<file path="src/rtl/bram_rr_arbiter.sv">
// Round-robin arbiter sharing one single-port BRAM between two requesters.
// Commands are registered onto the BRAM port; read data is routed back via a tag line.
module bram_rr_arbiter #(
  parameter int unsigned AW     = 9,
  parameter int unsigned DW     = 32,
  parameter int unsigned RD_LAT = 1
) (
  input  logic          clock,
  input  logic          reset,

  input  logic          req0_valid,
  output logic          req0_ready,
  input  logic          req0_we,
  input  logic [AW-1:0] req0_addr,
  input  logic [DW-1:0] req0_wdata,
  output logic          rsp0_valid,
  output logic [DW-1:0] rsp0_data,

  input  logic          req1_valid,
  output logic          req1_ready,
  input  logic          req1_we,
  input  logic [AW-1:0] req1_addr,
  input  logic [DW-1:0] req1_wdata,
  output logic          rsp1_valid,
  output logic [DW-1:0] rsp1_data,

  output logic [AW-1:0] mem_addr,
  output logic [DW-1:0] mem_wdata,
  output logic          mem_wen,
  input  logic [DW-1:0] mem_rdata,

  output logic          busy
);

  // One stage for the BRAM input register plus RD_LAT stages of BRAM latency.
  localparam int unsigned TagDepth = RD_LAT + 1;

  logic          last_grant_q, last_grant_d;
  logic          grant_valid;
  logic          grant_id;

  logic          sel_we;
  logic [AW-1:0] sel_addr;
  logic [DW-1:0] sel_wdata;

  logic [AW-1:0] mem_addr_q, mem_addr_d;
  logic [DW-1:0] mem_wdata_q, mem_wdata_d;
  logic          mem_wen_q, mem_wen_d;

  logic [TagDepth-1:0] tag_vld_q, tag_vld_d;
  logic [TagDepth-1:0] tag_id_q, tag_id_d;

  logic          rsp_fire;
  logic          rsp_id;
  logic          rsp0_valid_q, rsp0_valid_d;
  logic          rsp1_valid_q, rsp1_valid_d;
  logic [DW-1:0] rsp0_data_q, rsp0_data_d;
  logic [DW-1:0] rsp1_data_q, rsp1_data_d;

  // Grant: on contention the requester that did not win last time goes first.
  always_comb begin
    grant_valid = req0_valid | req1_valid;
    grant_id    = 1'b0;
    if (req0_valid && req1_valid) begin
      grant_id = ~last_grant_q;
    end else if (req1_valid) begin
      grant_id = 1'b1;
    end
    last_grant_d = grant_valid ? grant_id : last_grant_q;
  end

  assign req0_ready = grant_valid & ~grant_id;
  assign req1_ready = grant_valid & grant_id;

  always_comb begin
    sel_we    = req0_we;
    sel_addr  = req0_addr;
    sel_wdata = req0_wdata;
    if (grant_id) begin
      sel_we    = req1_we;
      sel_addr  = req1_addr;
      sel_wdata = req1_wdata;
    end
  end

  // BRAM port: address and data hold when idle so the port stays quiet.
  always_comb begin
    mem_addr_d  = mem_addr_q;
    mem_wdata_d = mem_wdata_q;
    mem_wen_d   = 1'b0;
    if (grant_valid) begin
      mem_addr_d  = sel_addr;
      mem_wdata_d = sel_wdata;
      mem_wen_d   = sel_we;
    end
  end

  always_comb begin
    tag_vld_d = (tag_vld_q << 1) | TagDepth'(grant_valid & ~sel_we);
    tag_id_d  = (tag_id_q << 1) | TagDepth'(grant_id);
  end

  assign rsp_fire = tag_vld_q[TagDepth-1];
  assign rsp_id   = tag_id_q[TagDepth-1];

  always_comb begin
    rsp0_valid_d = rsp_fire & ~rsp_id;
    rsp1_valid_d = rsp_fire & rsp_id;
    rsp0_data_d  = rsp0_valid_d ? mem_rdata : rsp0_data_q;
    rsp1_data_d  = rsp1_valid_d ? mem_rdata : rsp1_data_q;
  end

  always_ff @(posedge clock or posedge reset) begin
    if (reset) begin
      last_grant_q <= 1'b1;
      mem_addr_q   <= '0;
      mem_wdata_q  <= '0;
      mem_wen_q    <= 1'b0;
      tag_vld_q    <= '0;
      tag_id_q     <= '0;
      rsp0_valid_q <= 1'b0;
      rsp1_valid_q <= 1'b0;
      rsp0_data_q  <= '0;
      rsp1_data_q  <= '0;
    end else begin
      last_grant_q <= last_grant_d;
      mem_addr_q   <= mem_addr_d;
      mem_wdata_q  <= mem_wdata_d;
      mem_wen_q    <= mem_wen_d;
      tag_vld_q    <= tag_vld_d;
      tag_id_q     <= tag_id_d;
      rsp0_valid_q <= rsp0_valid_d;
      rsp1_valid_q <= rsp1_valid_d;
      rsp0_data_q  <= rsp0_data_d;
      rsp1_data_q  <= rsp1_data_d;
    end
  end

  assign mem_addr   = mem_addr_q;
  assign mem_wdata  = mem_wdata_q;
  assign mem_wen    = mem_wen_q;
  assign rsp0_valid = rsp0_valid_q;
  assign rsp1_valid = rsp1_valid_q;
  assign rsp0_data  = rsp0_data_q;
  assign rsp1_data  = rsp1_data_q;
  assign busy       = |tag_vld_q;

endmodule

</file>
<file path="config.mk">
export PLATFORM = sky130hd
export DESIGN_NAME = bram_rr_arbiter
export DESIGN_NICKNAME = d
export VERILOG_FILES = /design/src/rtl/bram_rr_arbiter.sv
export SDC_FILE = /design/constraint.sdc
export NUM_CORES = 1
export LEC_CHECK = 0
export CORE_ASPECT_RATIO = 0.6
export CORE_MARGIN = 2
export CORE_UTILIZATION = 45
export DETAILED_ROUTE_END_ITERATION = 8
export PLACE_DENSITY = 0.87
export SLEW_MARGIN = 20
export SYNTH_ARGS = -nofsm -noshare
export SYNTH_HDL_FRONTEND = slang
export SYNTH_SLANG_ARGS = --single-unit
</file>
<file path="constraint.sdc">
create_clock -name clock -period 8.8 [get_ports clock]
set_clock_uncertainty 0.2 [all_clocks]
set_input_delay 1.32 -clock clock [delete_from_list [all_inputs] [get_ports clock]]
set_output_delay 1.32 -clock clock [all_outputs]
set_load 0.02 [all_outputs]
</file>
## After elaboration in Yosys (flattened, before gate mapping)

Cells that the tools add are included.

| cells by class | value |
|---|---|
| mux-type cells | 6 |
| reduce and logical (&&, ||, !) cells | 2 |
| bitwise gates (word level) | 12 |

Operators by type and width:

| operator | count |
|---|---|
| $mux 32 | 1 |
| $mux 9 | 1 |
| $and 1x1->1 | 4 |
| $mux 1 | 4 |
| $not 1->1 | 3 |
| $and 1x2->2 | 1 |
| $not 1->2 | 1 |
| $or 2x1->2 | 1 |
| $or 2x2->2 | 1 |
| $reduce_or 2->1 | 1 |
| $logic_and 1x1->1 | 1 |
| $or 1x1->1 | 1 |

| word-level totals | value |
|---|---|
| input port bits | 120 |
| flip-flop bits (word level) | 113 |
| output and inout port bits | 111 |

## Logic depth before layout (Yosys ltp)

Gate-level depths: netlist (run 1).

| depth | value |
|---|---|
| depth after elaboration | 6 |
| gate-level depth with buffers | 5 |
| depth with buffers taken out | 4 |

## Least setup slack after synthesis (run 1)

No wires, ideal clock.

| timing | value |
|---|---|
| kind | input port to output port |
| start point | input port req1_valid |
| end point | output port req0_ready |
| stages on the path | 4 |
| required time | 7.280 ns |
| path slack | 5.487 ns |
| arrival time | 1.793 ns |
| cell sequence | buf_2 > inv_1 > o21ai_1 > inv_1 |

| on the way | value |
|---|---|
| word-level cells in the longest chain between the ends | 4 |

RTL lines:

| element | line | RTL |
|---|---|---|
| start: declaration | 19 | `input logic req1_valid,` |
| $mux 1 / $logic_and 1x1->1 (equally long branches) | 66, 64 |  |
| $mux 1 | 64 | `if (req0_valid && req1_valid) begin` |
| $not 1->1 | 72 | `assign req0_ready = grant_valid & ~grant_id;` |
| $and 1x1->1 * | 72 |  |
| end: declaration | 12 | `output logic req0_ready,` |

Mark *: on every way between the ends. The rest lies on a longest branch, timed or not.

## Worst setup path after layout (run 1)

| timing | value |
|---|---|
| start point | input port req0_valid |
| end point | output port req1_ready |

| on the way | value |
|---|---|
| word-level cells in the longest chain between the ends | 3 |

RTL lines:

| element | line | RTL |
|---|---|---|
| start: declaration | 11 | `input logic req0_valid,` |
| $logic_and 1x1->1 | 64 |  |
| $mux 1 | 64 |  |
| $and 1x1->1 * | 73 | `assign req1_ready = grant_valid & grant_id;` |
| end: declaration | 20 | `output logic req1_ready,` |

Marked as above.

==> results.yml, run 1 <==
logic_synthesis:
  avgSynthCellArea_um2: 13.1
  synth_top_area_frac: 0.549
  syn_area_mm2: 0.00510
  synth_cell_types: 25
  ys_ff_latch: 113
  synthCells: 390
  yosysSeqAreaShare: 0.554
  ys_warn_count: 0
  yosys-top-cells-area: "dfrtp_1 (55%), mux2_4 (8.5%), mux2i_1 (8.0%), mux2_2 (7.7%), a31oi_1 (5.0%)"
  synth_top_area_cell: "dfrtp_1"
  syn_nets: 510
floorplan:
  start_util: 0.456
  rows: 30
  boundaryPins: 231
  die_y_um: 86.5
  core-area_mm2: 0.0112
  die_width_um: 141
  die_area_mm2: 0.0122
worst_setup_path:
  r2r_slack_ps: 6410
  reg2reg_depth: 4
  startpoint_type: "input pin"
  critical_path.endpoint: "req1_ready"
  worstReg2RegEnd: "mem_wen"
  required_ps: 7280
  worst_ep_arrival_time_ps: 3460
  criticalPathCategory: "in2out"
  setup.worst_path.end_class: "output port"
  worstPathMaxFanout: 84
  startpoint: "req0_valid"
  timing.rr.start: "last_grant_q"
global_route:
  grt-ovfl-total: 0
  grt_pass1_wl_um: 22500
  antenna_found_initial: 0
  first_global_vias: 4291
  grtUsageTotal: 0.237
  grt_max_degree: 85
clock_tree:
  cts.reportedPaths.clkPinSlew_ps: 50
  cts.repair.resized: 0
  cts_setup_buffers: 0
  clkLatencyLatePin_ps: 400
  htree_levels: 4
  clock-sinks: 113
  clockBufferDepth: 2
  numCtsBuffers: 17
  cts_tree: "done"
  ctsHoldBuffers: 0
  root_buffer: "clkbuf_16"
sta:
  slew_viol_final: 0
  hold_viol_final: 0
  slew_headroom: 0.318
  fin_crit_ps: 4980
  finalSetupViolCount: 0
  setup_tns_ps: 0
  rsz0062_at_grt: "false"
  fin_crit_sh: 0.566
  tightest_slew_ps: 1020
  fmax_mhz: 201
final_layout:
  final.fill_count: 759
  utilization: 0.714
  area_growth_pct: 56.5
  final-instance-count-excl-fill: 766
  layout-drive-gt1-share: 0.170
  final_net_count: 729
  diodes: 0
min_path:
  hold_path.class: "reg2reg"
  hold_start: "tag_id_q[0]"
drt:
  routedWlPerCell_um: 18.7
  drt-total-wl_um: 14300
  drt_pre_antenna_iters: 5
  ant_nets: 0
  drc_errors: 0
  first_iter_violations: 201
  vias_per_cell: 5.44
  vias: 4170
pwr:
  peakVddDrop_uv: 169
  p_leak_nw: 3.54
  power_density_mw_per_mm2: 254
  p_total_mw: 2.03
flow_run:
  cap_violations: 0
placed_design:
  numPortBuffers: 230
  place_inst: 734
  dp.final_hpwl_um: 9690
  place_congestion: 0.875
run_status:
  status: "complete, no violations"
## kinds of logic after synthesis
group                  count (synthesis)  synth area share
buffers and inverters                 40            0.0483
AND/OR/NAND/NOR                       46            0.0584
AO/OA/AOI/OAI                         86            0.0959
flip-flops                           113             0.554
multiplexers                         105             0.243
## layout by cell type, fill, tap and decap left out, drive strengths merged
| cell | instances |
|---|---|
| a21boi | 1 |
| nand2 | 3 |
| o22ai | 1 |
| dfstp | 1 |
| dfrtp | 112 |
| clkinvlp | 3 |
| clkdlybuf4s50 | 228 |
| clkinv | 7 |
| inv | 7 |
| mux2i | 41 |
| bufinv | 3 |
| nor2b | 1 |
| a31oi | 41 |
| and3 | 41 |
| or2 | 1 |
| a22o | 1 |
| o21ai | 42 |
| mux2 | 64 |
| clkbuf | 19 |
| buf | 5 |
## final cells by class
class,instances,area (um^2),area share
inverter,7,28.8,0.00360
clock buffer,19,443,0.0555
timing repair buffer,233,2320,0.290
multi-input combinational,237,2030,0.254
clock inverter,13,163,0.0204
sequential,113,2830,0.354
tap,144,180,0.0226
## routing by layer
metal,track usage,part of all wire,vias up
met5,0,0,-
met4,0.0773,0.018,0
met3,0.0735,0.080,21
met2,0.370,0.47,197
met1,0.319,0.43,2079
li1,-,-,1873
## flip-flops by register name (all words and copies together) (netlist names)
| name | flops |
|---|---|
| mem_wdata | 32 |
| rsp0_data | 32 |
| rsp1_data | 32 |
| mem_addr | 9 |
| tag_id_q | 2 |
| tag_vld_q | 2 |
| last_grant_q | 1 |
| mem_wen | 1 |
| rsp0_valid | 1 |
| rsp1_valid | 1 |
## report_power, final
group | internal (mW) | switching (mW) | total (mW)
clock | 0.452 | 0.240 | 0.692
sequential | 0.631 | 0.0726 | 0.704
combinational | 0.346 | 0.289 | 0.635
## cell usage after synthesis
cell type and instances:
dfrtp_1 112, a31oi_1 41, and3_1 41, mux2i_1 41, o21ai_1 40, mux2_2 35, mux2_4 29, buf_2 9
inv_1 7, buf_6 6, clkbuf_1 5, buf_4 4, clkbuf_2 4, buf_1 3, clkbuf_8 2, o21ai_0 2
a21boi_0 1, a22o_1 1, dfstp_2 1, nand2_1 1, nand2_2 1, nand2_4 1, nor2b_4 1, o22ai_1 1
or2_2 1
## worst min-delay path by stage
stage                        endpoint  cells past startpoint
after floorplan           tag_id_q[1]                      0
after global placement    tag_id_q[1]                      0
after detailed placement  tag_id_q[1]                      0
after CTS                 tag_id_q[1]                      0
after global routing      tag_id_q[1]                      0
final                     tag_id_q[1]                      0
## worst max-delay path, stage by stage
cell	delay, ps
buf_4	750
nand2_4	490
nand2_1	270
inv_1	60
clkdlybuf4s50_1	530
## stage by stage
step                setup slack [ps]  hold slack, ps  cell area (um^2)
floorplan                       4290             131              5100
global placement                3940             141              7380
detailed placement              3870             136              7380
CTS                             3860             149              7990
global route                    3700             168              7990
finish                          3820             147              7990
(Power assumes the default switching activity.)
==> run 2, diff against run 1 <==
--- a/config.mk
+++ b/config.mk
@@ -7,9 +7,9 @@
 export LEC_CHECK = 0
 export CORE_ASPECT_RATIO = 0.6
 export CORE_MARGIN = 2
-export CORE_UTILIZATION = 45
+export CORE_UTILIZATION = 42
 export DETAILED_ROUTE_END_ITERATION = 8
-export PLACE_DENSITY = 0.87
+export PLACE_DENSITY = 0.82
 export SLEW_MARGIN = 20
 export SYNTH_ARGS = -nofsm -noshare
 export SYNTH_HDL_FRONTEND = slang
==> constraint.sdc (replaced) <==
create_clock -name clock -period 4.6 [get_ports clock]
set_clock_uncertainty 0.2 [all_clocks]
set_input_delay 0.69 -clock clock [delete_from_list [all_inputs] [get_ports clock]]
set_output_delay 0.69 -clock clock [all_outputs]
set_load 0.02 [all_outputs]
==> run 2 against run 1 <==
Clock-buffer cell count up 1. Critical endpoint unchanged. Global-route usage fell by 2.1 points. Power up 87%. Combinational power grew 92%. First-iteration DRC count is 11% lower. Largest cell class unchanged. Worst hold slack barely moved. Sequential share of layout area about the same. Final cell count up 2.9%.
==> results.yml, run 2 (same netlist as run 1, synthesis figures left out) <==
placed_design:
  place_congestion: 0.830
  dp.final_hpwl_um: 9990
  place_inst: 756
  numPortBuffers: 230
pwr:
  power_density_mw_per_mm2: 477
  p_leak_nw: 3.53
  peakVddDrop_uv: 285
min_path:
  hold_path.class: "reg2reg"
drt:
  drt_pre_antenna_iters: 4
  drc_errors: 0
  routedWlPerCell_um: 18.2
  drt-total-wl_um: 14300
  ant_nets: 0
  first_iter_violations: 178
  vias_per_cell: 5.26
  vias: 4147
flow_run:
  cap_violations: 0
floorplan:
  boundaryPins: 231
  die_area_mm2: 0.0131
  core-area_mm2: 0.0119
  rows: 31
  die_width_um: 146
  start_util: 0.427
  die_y_um: 89.4
global_route:
  grtUsageTotal: 0.215
  first_global_vias: 4295
  grt_max_degree: 89
  grt_pass1_wl_um: 22100
  grt-ovfl-total: 0
  antenna_found_initial: 0
clock_tree:
  clockBufferDepth: 2
  cts.reportedPaths.clkPinSlew_ps: 50
  clkLatencyLatePin_ps: 390
  clock-sinks: 113
  numCtsBuffers: 17
  cts.repair.resized: 0
  cts_tree: "done"
  ctsHoldBuffers: 0
  htree_levels: 4
  cts_setup_buffers: 0
  root_buffer: "clkbuf_16"
final_layout:
  final-seq-area_mm2: 0.00283
  final-instance-count-excl-fill: 788
  final_cell_mix: "clkdlybuf4s50_1 (228), dfrtp_1 (112), mux2i_1 (41), and3_1 (41), a31oi_1 (41)"
  final_net_count: 730
  multi_input_area_mm2: 0.00203
  layout-drive-gt1-share: 0.172
  final.fill_count: 876
  final_common_cell: "clkdlybuf4s50_1"
  diodes: 0
  area_growth_pct: 56.5
sta:
  fmax_mhz: 280
  slew_viol_final: 0
  rsz0062_at_grt: "false"
  slew_headroom: 0.447
  fin_crit_ps: 3570
  finalSetupViolCount: 0
  hold_viol_final: 0
  fin_crit_sh: 0.776
  tightest_slew_ps: 827
  setup_tns_ps: 0
worst_setup_path:
  worstPathMaxFanout: 44
  required_ps: 3710
  worst_ep_arrival_time_ps: 2680
  startpoint_type: "flip-flop"
  criticalPathCategory: "reg2out"
  setup.worst_path.end_class: "output port"
run_status:
  status: "complete, no violations"
-- run 2: cell types whose count changed in the layout (fill, tap and decap cells not counted), sizes merged --
cell | previous run | this run
clkbuf | 19 | 20
clkinvlp | 3 | 2
buf | 5 | 6
inv | 7 | 9
bufinv | 3 | 1
-- run 2: routing by layer --
| metal | vias up | GRT usage | routed length, um |
|---|---|---|---|
| li1 | 1873 | - | - |
| met1 | 2060 | 0.290 | 6270 |
| met2 | 196 | 0.344 | 6830 |
| met3 | 18 | 0.0500 | 996 |
| met4 | 0 | 0.0874 | 236 |
| met5 | - | 0 | 0 |
-- run 2: critical path, stage by stage, from the launching register on --
cell             delay [ps]
dfstp_2                 960
nand2_4                 460
nand2_1                 260
inv_1                    60
clkdlybuf4s50_1         530
-- run 2: path summary, 6_finish.rpt --
kind | startpoint | end | slack (ps) | cells past startpoint
worst max-delay path | last_grant_q | req1_ready | 1030 | 4
worst min-delay path | tag_id_q[0] | tag_id_q[1] | 150 | 0
worst max register to register | last_grant_q | mem_wen | 2260 | 4
worst min register to register | tag_id_q[0] | tag_id_q[1] | 150 | 0
max in group asynchronous | reset | rsp0_data[14] | 2700 | 3
min in group asynchronous | reset | mem_wdata[26] | 620 | 2
-- run 2: per-stage QoR --
step           hold slack [ps]  utilization  area [um^2]  total power, mW  setup slack, ps
6_report                   147        0.668         7980             3.81             1030
5_1_grt                    155        0.668         7980             3.97              868
4_1_cts                    151        0.668         7980             3.84             1010
3_5_place_dp               143        0.621         7420             2.58             1460
3_3_place_gp               136        0.621         7420             2.54             1530
2_1_floorplan              131            -         5100             1.95              724
-- run 2: where the power goes --
part | switching, mW | internal (mW) | leakage [nW]
registers | 0.140 | 1.21 | 1.33
clock network | 0.466 | 0.773 | 0.277
logic | 0.556 | 0.663 | 1.92
total | 1.16 | 2.64 | 3.53
-- run 2: area by class of cell --
type | instances | share of cell area
Timing Repair Buffer | 234 | 0.291
Clock buffer | 20 | 0.0572
Tap cell | 165 | 0.0259
Inverter | 7 | 0.00392
Multi-Input combinational cell | 237 | 0.254
Sequential cell | 113 | 0.354
Clock inverter | 12 | 0.0136
